File: src/rtl/lcd_spi_tx_if.sv
// ---------------------------------------------------------------------------
// lcd_spi_tx_if
//   Upstream byte handshake between the display-sequencing FSMs (master) and
//   the PCD8544 SPI transmitter (slave).
//
//   Handshake: `start` is a level that says "keep transmitting". While the
//   transmitter wants a byte it pulses `avail` for exactly one cycle. The
//   master must present `data_in`, `command` and `div_factor` no later than
//   the cycle after `avail` and hold them through the following cycle, when
//   the transmitter captures them. Dropping `start` at any point before that
//   capture cycle ends the stream instead of sending another byte. `busy` is
//   high whenever the transmitter is not idle.
//
//   Signals
//     data_in    [7:0]  byte to send
//     start             level request to keep sending
//     div_factor [15:0] SCLK half-period in clock cycles (0 acts as 1)
//     command           LCD D/C value for the byte (0 = command, 1 = data)
//     busy              transmitter not idle
//     avail             one-cycle request for the next byte
// ---------------------------------------------------------------------------
interface lcd_spi_tx_if;
    logic [7:0]  data_in;
    logic        start;
    logic [15:0] div_factor;
    logic        command;
    logic        busy;
    logic        avail;

    modport master (
        output data_in,
        output start,
        output div_factor,
        output command,
        input  busy,
        input  avail
    );

    modport slave (
        input  data_in,
        input  start,
        input  div_factor,
        input  command,
        output busy,
        output avail
    );
endinterface

File: src/rtl/lcd_spi_tx.sv
// ---------------------------------------------------------------------------
// lcd_spi_tx
//   Byte-level SPI transmitter for the PCD8544 (Nokia 5110) LCD. After each
//   release of Reset it issues one LCD hardware reset pulse (rst low for
//   RST_CYCLES, then a settle time of RST_CYCLES), then requests bytes over
//   the upstream handshake and shifts each one out MSB-first with sce/dc
//   framing. SCLK idles low; mosi changes only on SCLK falling edges.
//
//   Ports
//     clock      system clock, rising edge
//     Reset      asynchronous active-low reset
//     up         upstream handshake (lcd_spi_tx_if.slave)
//     mosi       serial data to LCD
//     sclk       serial clock to LCD
//     sce        LCD chip enable, active low
//     dc         LCD data/command select for the byte in flight
//     rst        LCD reset, active low
//     state_dbg  current FSM state
// ---------------------------------------------------------------------------
module lcd_spi_tx #(
    parameter int RST_CYCLES = 1000
) (
    input  logic         clock,
    input  logic         Reset,
    lcd_spi_tx_if.slave  up,
    output logic         mosi,
    output logic         sclk,
    output logic         sce,
    output logic         dc,
    output logic         rst,
    output logic [2:0]   state_dbg
);

    localparam logic [2:0] S_IDLE   = 3'd0;
    localparam logic [2:0] S_RST_LO = 3'd1;
    localparam logic [2:0] S_RST_HI = 3'd2;
    localparam logic [2:0] S_REQ    = 3'd3;
    localparam logic [2:0] S_WAIT   = 3'd4;
    localparam logic [2:0] S_LOAD   = 3'd5;
    localparam logic [2:0] S_SHIFT  = 3'd6;

    localparam int RCW = (RST_CYCLES > 1) ? $clog2(RST_CYCLES) : 1;
    localparam logic [RCW-1:0] RST_LAST = RCW'(RST_CYCLES - 1);

    logic [2:0]     state;
    logic           lcd_init;
    logic [RCW-1:0] rst_cnt;
    logic [2:0]     bit_cnt;
    logic [15:0]    div_cnt;
    logic [15:0]    div_val;
    // Bit 7 goes straight to mosi at capture, so only the remaining 7 bits
    // are held here.
    logic [6:0]     shreg;

    assign up.busy   = (state != S_IDLE);
    assign up.avail  = (state == S_REQ);
    assign state_dbg = state;

    always_ff @(posedge clock or negedge Reset) begin
        if (!Reset) begin
            state    <= S_IDLE;
            lcd_init <= 1'b0;
            rst_cnt  <= '0;
            bit_cnt  <= 3'd0;
            div_cnt  <= 16'd0;
            div_val  <= 16'd0;
            shreg    <= 7'd0;
            mosi     <= 1'b0;
            sclk     <= 1'b0;
            sce      <= 1'b1;
            dc       <= 1'b0;
            rst      <= 1'b1;
        end else begin
            case (state)
                S_IDLE: begin
                    sce  <= 1'b1;
                    sclk <= 1'b0;
                    if (up.start) begin
                        if (lcd_init) begin
                            state <= S_REQ;
                        end else begin
                            state   <= S_RST_LO;
                            rst     <= 1'b0;
                            rst_cnt <= '0;
                        end
                    end
                end

                S_RST_LO: begin
                    if (rst_cnt == RST_LAST) begin
                        rst     <= 1'b1;
                        rst_cnt <= '0;
                        state   <= S_RST_HI;
                    end else begin
                        rst_cnt <= rst_cnt + RCW'(1);
                    end
                end

                S_RST_HI: begin
                    if (rst_cnt == RST_LAST) begin
                        rst_cnt  <= '0;
                        lcd_init <= 1'b1;
                        state    <= S_REQ;
                    end else begin
                        rst_cnt <= rst_cnt + RCW'(1);
                    end
                end

                // avail is decoded from this state; it always lasts one cycle.
                S_REQ: state <= S_WAIT;

                // Gives a registered upstream one cycle to react to avail.
                S_WAIT: state <= S_LOAD;

                S_LOAD: begin
                    if (!up.start) begin
                        state <= S_IDLE;
                        sce   <= 1'b1;
                        sclk  <= 1'b0;
                    end else begin
                        shreg   <= up.data_in[6:0];
                        mosi    <= up.data_in[7];
                        dc      <= up.command;
                        div_val <= (up.div_factor == 16'd0) ? 16'd1 : up.div_factor;
                        sce     <= 1'b0;
                        sclk    <= 1'b0;
                        bit_cnt <= 3'd7;
                        div_cnt <= 16'd0;
                        state   <= S_SHIFT;
                    end
                end

                // Each half-period lasts div_val cycles; the compare against
                // div_val-1 keeps 0xFFFF from wrapping the 16-bit counter.
                S_SHIFT: begin
                    if (div_cnt == div_val - 16'd1) begin
                        div_cnt <= 16'd0;
                        if (!sclk) begin
                            sclk <= 1'b1;
                        end else begin
                            sclk <= 1'b0;
                            if (bit_cnt == 3'd0) begin
                                state <= S_REQ;
                            end else begin
                                bit_cnt <= bit_cnt - 3'd1;
                                mosi    <= shreg[6];
                                shreg   <= {shreg[5:0], 1'b0};
                            end
                        end
                    end else begin
                        div_cnt <= div_cnt + 16'd1;
                    end
                end

                default: state <= S_IDLE;
            endcase
        end
    end

endmodule
File: src/flat_wrapper.sv
// flat-port wrapper written by rule: the top's interface ports become plain ports
module lcd_spi_tx_flat 
#(
    parameter int RST_CYCLES = 1000
)
  (clock, Reset, mosi, sclk, sce, dc, rst, state_dbg, up_data_in, up_start, up_div_factor, up_command, up_busy, up_avail);
  lcd_spi_tx_if up_i ();
  input  logic clock;
  input  logic Reset;
  output logic mosi;
  output logic sclk;
  output logic sce;
  output logic dc;
  output logic rst;
  output logic [2:0] state_dbg;
  input wire logic [$bits(up_i.data_in)-1:0] up_data_in;
  input wire logic [$bits(up_i.start)-1:0] up_start;
  input wire logic [$bits(up_i.div_factor)-1:0] up_div_factor;
  input wire logic [$bits(up_i.command)-1:0] up_command;
  output wire logic [$bits(up_i.busy)-1:0] up_busy;
  output wire logic [$bits(up_i.avail)-1:0] up_avail;
  assign up_i.data_in = up_data_in;
  assign up_i.start = up_start;
  assign up_i.div_factor = up_div_factor;
  assign up_i.command = up_command;
  assign up_busy = up_i.busy;
  assign up_avail = up_i.avail;
  lcd_spi_tx #(.RST_CYCLES(RST_CYCLES)) u_core (.clock(clock), .Reset(Reset), .up(up_i), .mosi(mosi), .sclk(sclk), .sce(sce), .dc(dc), .rst(rst), .state_dbg(state_dbg));
endmodule
File: config.mk
export PLATFORM = sky130hd
export DESIGN_NAME = lcd_spi_tx_flat
export DESIGN_NICKNAME = d
export VERILOG_FILES = /design/src/rtl/lcd_spi_tx_if.sv /design/src/rtl/lcd_spi_tx.sv /design/src/flat_wrapper.sv
export SDC_FILE = /design/constraint.sdc
export NUM_CORES = 1
export LEC_CHECK = 0
export BUFFER_PORTS_ARGS = -buffer_cell sky130_fd_sc_hd__buf_2
export CORE_ASPECT_RATIO = 0.75
export CORE_MARGIN = 2
export CORE_UTILIZATION = 40
export DETAILED_ROUTE_END_ITERATION = 12
export SYNTH_ARGS = -nofsm -noshare
export SYNTH_HDL_FRONTEND = slang
export SYNTH_SLANG_ARGS = --single-unit
File: constraint.sdc
create_clock -name clock -period 3.7 [get_ports clock]
set_clock_uncertainty 0.05 [all_clocks]
set_input_delay 0.37 -clock clock [delete_from_list [all_inputs] [get_ports clock]]
set_output_delay 0.37 -clock clock [all_outputs]
set_load 0.01 [all_outputs]
==> flow_summary.toml, run 1 <==
[timing]
fin_hold_ws_ps = 105
setup_viol = 0
post-route-period-util = 0.907
rsz0062_at_grt = "false"
slew-limit-headroom = 0.428
hold_violations = 0
period_minus_slack_ps = 3360
maxSlewViolCount = 0
fin_ws_ps = 344
worstMarginPinSlew_ps = 858
fin_setup_tns_ps = 0
max_freq_mhz = 298

[placed_design]
gp_congestion = 0.892
dp_hpwl_um = 6440
io_buffers = 37
pre_cts_ws_ps = 370

[clock_tree]
cts_num_sinks = 61
cts_tree = "yes"
post_cts_buffers = 0
clockBufferDepth = 2
cts.clk_slew.worst_paths_ps = 50
htree_num_levels = 3
cts-buffers-inserted = 9
insertion_delay_ps = 330
holdBufCountCts = 0
root_buffer = "clkbuf_16"
postCtsResizedCells = 0

[flow_run]
cap_violations = 0

[global_routing]
antenna_found_initial = 0
grt_pass1_wl_um = 15400
grt_pass1_vias = 3082
grt_use_total = 0.193
grt_overflow = 0
grt_max_degree = 38

[finish]
layout-drive-gt1-share = 0.170
finalNetCount = 516
diodes = 0
synthToLayoutAreaGrowth_pct = 15.5
final_util = 0.480

[drt]
num_vias = 3339
routed_wl_um = 9040
wire_per_inst_um = 14.7
vias_per_cell = 5.42
route.detailed.drc = 0
drt_iter0_drc = 171
drtAntennaViolNets = 0
drtPass1Iterations = 4

[critical_path]
arrival_ps = 3560
r2r_start = "u_core.div_val[0]"
startpoint_type = "flip-flop"
required_ps = 3900
crit_family = "simple AND/OR/NAND/NOR gates"
path_buf_inv = 1
startpoint = "u_core.div_val[0]"
rrSetupSlack_ps = 340
worstSetupPathType = "reg -> reg"
critPathMaxStageDelay_ps = 600
crit_slowest_cell = "or4_1"
path_cells = "inv_1 -> ha_1 -> nor3b_1 -> nand4_1 -> a2111o_1 -> nor4_4 -> nand4_4 -> or4_1 -> o211ai_1"
cp_max_fo = 27
cp-end-kind = "flip-flop"

[yosys]
synth-edff-count = 0
ys_warn_count = 0
synth-seq-area-share = 0.402
ys_types = 65
avgSynthCellArea_um2 = 8.39
synthCells = 454
ys_ff_latch = 61
synth_top_flop_cell = "dfrtp_1"
async_reset_ff_frac = 1.00
syn-cell-area_um2 = 3810
syn_nets = 487

[die]
initial_core_util = 0.416
dieArea_um2 = 10300
rows = 30
die_h_um = 88.5
core_um2 = 9160
io_pins = 38
die_w_um = 117

[min_path]
hp-class = "in -> async"

[status]
status = "complete, no violations"

[power]
cellLeakagePower_uw = 0.00196
p_per_area_nw_per_um2 = 352
p_total_uw = 1550
vdd.ir_drop.worst_uv = 375
power breakdown:
part	internal [uW]	leakage [uW]	switching (uW)	total [uW]
clock	555	0.000149	292	847
sequential	668	0.000747	0	668
combinational	12.3	0.00107	21.4	33.7
registers in the layout, summed over array words and instances (netlist names), 3 cells and up:
signal and count:
u_core.div_cnt 16, u_core.div_val 16, u_core.rst_cnt 10, u_core.shreg 7, u_core.bit_cnt 3, u_core.state_dbg 3
layout by cell type (no fill, tap or decap), types with 4 or more instances in the layout:
master	count
nand3_1	18
ha_1	5
and3_1	7
dfrtp_1	59
nand2b_1	5
a21oi_1	19
buf_2	37
clkbuf_16	9
nand2_1	87
nor2_1	36
buf_4	7
nor4_1	6
nor3_1	9
nand4_1	7
xor2_1	14
o21ai_0	36
nand4b_1	11
or2_2	8
inv_1	14
a31oi_1	4
xnor2_1	15
or3_1	4
per-stage QoR:
step,cell area [um2],instances
after floorplan,3810,454
after global placement,4090,600
after detailed placement,4090,600
after CTS,4400,616
after global routing,4400,616
final,4400,616
worst paths after layout:
path / end / cells past startpoint
worst max-delay path: u_core.bit_cnt[0] / 9
worst min-delay path: u_core.div_val[11] / 1
worst max register to register: u_core.bit_cnt[0] / 9
worst min register to register: u_core.rst_cnt[8] / 1
max in group asynchronous: u_core.rst / 2
min in group clock: u_core.div_val[15] / 3
cells by family (layout without fill, tap and decap cells):
group                    after synthesis  in the layout  synth area share
AO/OA/AOI/OAI                         94             94             0.155
XOR/XNOR                              29             29            0.0667
adder cells (fa/ha/maj)                5              5            0.0164
buffers and inverters                 40             74            0.0437
flip-flops                            61             61             0.402
multiplexers                           5              5            0.0138
AND/OR/NAND/NOR                      220            220             0.302
area by class of cell:
cell class                 instances  area (um2)
fill                             905        4760
multi-input combinational        353        2110
sequential                        61        1530
clock buffer                      12         256
timing repair buffer              44         238
tap                              128         160
inverter                          14        52.6
clock inverter                     4        47.5
worst register-to-register path, cell delays in order, from the launching register on:
cell and delay [ps]:
dfrtp_1 470, inv_1 120, ha_1 230, nor3b_1 380
nand4_1 140, a2111o_1 480, nor4_4 320, nand4_4 380
or4_1 610, o211ai_1 100
routing by layer:
layer,track usage,wire [um],up-vias
li1,-,-,1663
met1,0.290,4760,1590
met2,0.274,3790,74
met3,0.0555,384,12
met4,0.0460,116,0
met5,0,0,-
cells in the mapped netlist, types with 2 or more instances:
master	instances	area share
buf_1	3	0.0030
nand4_1	7	0.012
o211a_1	2	0.0053
a21oi_1	19	0.025
a31oi_1	4	0.0066
a21o_1	3	0.0059
o221ai_1	2	0.0046
nor3b_1	2	0.0039
nor2b_1	3	0.0049
dfrtp_1	59	0.39
nor3_1	9	0.012
and4_1	2	0.0046
mux2i_1	3	0.0079
dfstp_2	2	0.014
ha_1	5	0.016
and3_1	7	0.012
nor4_4	3	0.017
o21ai_0	36	0.047
nand4b_1	11	0.025
nand2b_1	5	0.0082
mux2_2	2	0.0059
or3_1	4	0.0066
or4_1	2	0.0039
o211ai_1	3	0.0059
buf_6	2	0.0059
xnor2_1	15	0.035
xor2_1	14	0.032
or2_2	8	0.013
nand2_1	87	0.086
clkbuf_1	20	0.020
o31ai_1	3	0.0059
nand3_1	18	0.024
a22o_1	2	0.0046
o22ai_1	2	0.0033
inv_1	14	0.014
nor2_1	37	0.036
nor4_1	6	0.0099
Note: power is estimated with default switching activity, not from simulation.
==> run 2: changes to the inputs <==
--- a/config.mk
+++ b/config.mk
@@ -9,6 +9,7 @@
 export CORE_ASPECT_RATIO = 0.75
 export CORE_MARGIN = 2
 export CORE_UTILIZATION = 40
+export CTS_CLUSTER_DIAMETER = 50
 export DETAILED_ROUTE_END_ITERATION = 12
 export SYNTH_ARGS = -nofsm -noshare
 export SYNTH_HDL_FRONTEND = slang
==> constraint.sdc (replaced) <==
create_clock -name clock -period 3.92 [get_ports clock]
set_clock_uncertainty 0.05 [all_clocks]
set_input_delay 0.392 -clock clock [delete_from_list [all_inputs] [get_ports clock]]
set_output_delay 0.392 -clock clock [all_outputs]
set_load 0.01 [all_outputs]
==> run 2 against run 1 <==
  * Non-clock buffer count decreased by 2
  * Cell count decreased by 0.32%
  * Sequential share of layout area increased by 0.19 points
  * Setup slack improved by 140 ps
  * Highest routed layer unchanged
  * Sequential power decreased by 5.7%
  * Die area unchanged
  * Register-to-register slack improved by 140 ps
==> flow_summary.toml, run 2 (synthesis gave the netlist of run 1 again) <==
[placed_design]
gp_congestion = 0.875
io_buffers = 37
placed_area_um2 = 4070
dp_hpwl_um = 6300

[global_routing]
grt_pass1_vias = 3192
grt_pass1_wl_um = 15600
grt_overflow = 0
grt_use_total = 0.193
grt_max_degree = 47
antenna_found_initial = 0

[finish]
reg.largest.list = "u_core.div_cnt (16), u_core.div_val (16), u_core.rst_cnt (10)"
final_cell_mix = "nand2_1 (87), dfrtp_1 (59), buf_2 (37)"
final_common_cell = "nand2_1"
synthToLayoutAreaGrowth_pct = 14.9
finalNetCount = 514
fin_area_um2 = 4370
layout-drive-gt1-share = 0.165
diodes = 0

[power]
vdd.ir_drop.worst_uv = 159
p_per_area_nw_per_um2 = 330
p_total_uw = 1440
cellLeakagePower_uw = 0.00194

[clock_tree]
cts_num_sinks = 61
cts_tree = "yes"
htree_num_levels = 3
root_buffer = "clkbuf_16"
postCtsResizedCells = 0
insertion_delay_ps = 330
post_cts_buffers = 0
cts.clk_slew.worst_paths_ps = 60
cts-buffers-inserted = 9
clockBufferDepth = 2
holdBufCountCts = 1

[timing]
maxSlewViolCount = 0
post-route-period-util = 0.877
worstMarginPinSlew_ps = 824
fin_setup_tns_ps = 0
max_freq_mhz = 291
period_minus_slack_ps = 3440
slew-limit-headroom = 0.451
hold_violations = 0
setup_viol = 0
rsz0062_at_grt = "false"

[die]
die_w_um = 117
io_pins = 38
core_um2 = 9160
initial_core_util = 0.416
dieArea_um2 = 10300
rows = 30
die_h_um = 88.5

[critical_path]
startpoint_type = "flip-flop"
worstSetupPathType = "reg -> reg"
path_buf_inv = 1
crit_slowest_cell = "or4_1"
required_ps = 4110
critPathMaxStageDelay_ps = 590
cp_max_fo = 27
crit_family = "simple AND/OR/NAND/NOR gates"
arrival_ps = 3630
path_cells = "inv_1 -> ha_1 -> nor3b_1 -> nand4_1 -> a2111o_1 -> nor4_4 -> nand4_4 -> or4_1 -> o211ai_1"
cp-end-kind = "flip-flop"

[drt]
drtAntennaViolNets = 0
routed_wl_um = 8990
drtPass1Iterations = 4
wire_per_inst_um = 14.6
drt_iter0_drc = 171
vias_per_cell = 5.44
num_vias = 3342
route.detailed.drc = 0

[status]
status = "complete, no violations"

[flow_run]
cap_violations = 0

[min_path]
hp-class = "in -> reg"
==> run 2: cell types whose count changed in the layout (fill, tap and decap cells not counted) <==
cell,before,now
buf_4,7,4
clkinvlp_4,1,2
clkbuf_8,2,0
clkinv_4,0,1
dlygate4sd3_1,0,1
==> run 2: path summary, 6_finish.rpt <==
path                                    from                end  slack (ps)  depth (start not counted)
hold / removal                    up_command          u_core.dc         210                          3
max in group asynchronous              Reset  u_core.div_cnt[2]        2430                          3
setup / recovery           u_core.div_val[0]  u_core.bit_cnt[0]         480                          9
setup reg to reg           u_core.div_val[0]  u_core.bit_cnt[0]         480                          9
min in group asynchronous              Reset          u_core.dc         460                          2
hold reg to reg                    u_core.dc          u_core.dc         430                          2
==> run 2: layout make-up <==
type / instances / area (um2)
multi-input combinational: 353 / 2110
fill: 906 / 4780
inverter: 14 / 52.6
clock buffer: 10 / 229
sequential: 61 / 1530
timing repair buffer: 42 / 225
clock inverter: 6 / 63.8
tap: 128 / 160
==> run 2: stage by stage <==
| stage | setup slack [ps] | hold WS (ps) | util | std cells |
|---|---|---|---|---|
| after floorplan | 1070 | 46.4 | - | 454 |
| after global placement | 640 | 273 | 0.445 | 597 |
| after detailed placement | 501 | 284 | 0.445 | 597 |
| after CTS | 467 | 203 | 0.478 | 614 |
| after global routing | 132 | 232 | 0.478 | 614 |
| final | 483 | 208 | 0.478 | 614 |
==> run 2: where the power goes <==
group	internal, uW	total (uW)	switching [uW]
clock network	490	780	290
registers	630	630	0
logic	11.6	31.0	19.4
total	1130	1440	309
==> run 2: layer usage <==
| layer | vias up | global-route usage | wire [um] |
|---|---|---|---|
| met2 | 52 | 0.300 | 3960 |
| met4 | 0 | 0.0535 | 66 |
| met5 | - | 0 | 0 |
| li1 | 1649 | - | - |
| met3 | 7 | 0.0397 | 312 |
| met1 | 1634 | 0.276 | 4650 |
==> run 2: tightest hold or removal path, delay by kind of cell <==
kind | cells | cell delay [ps]
buf+inv | 1 | 80
simple gates | 2 | 90
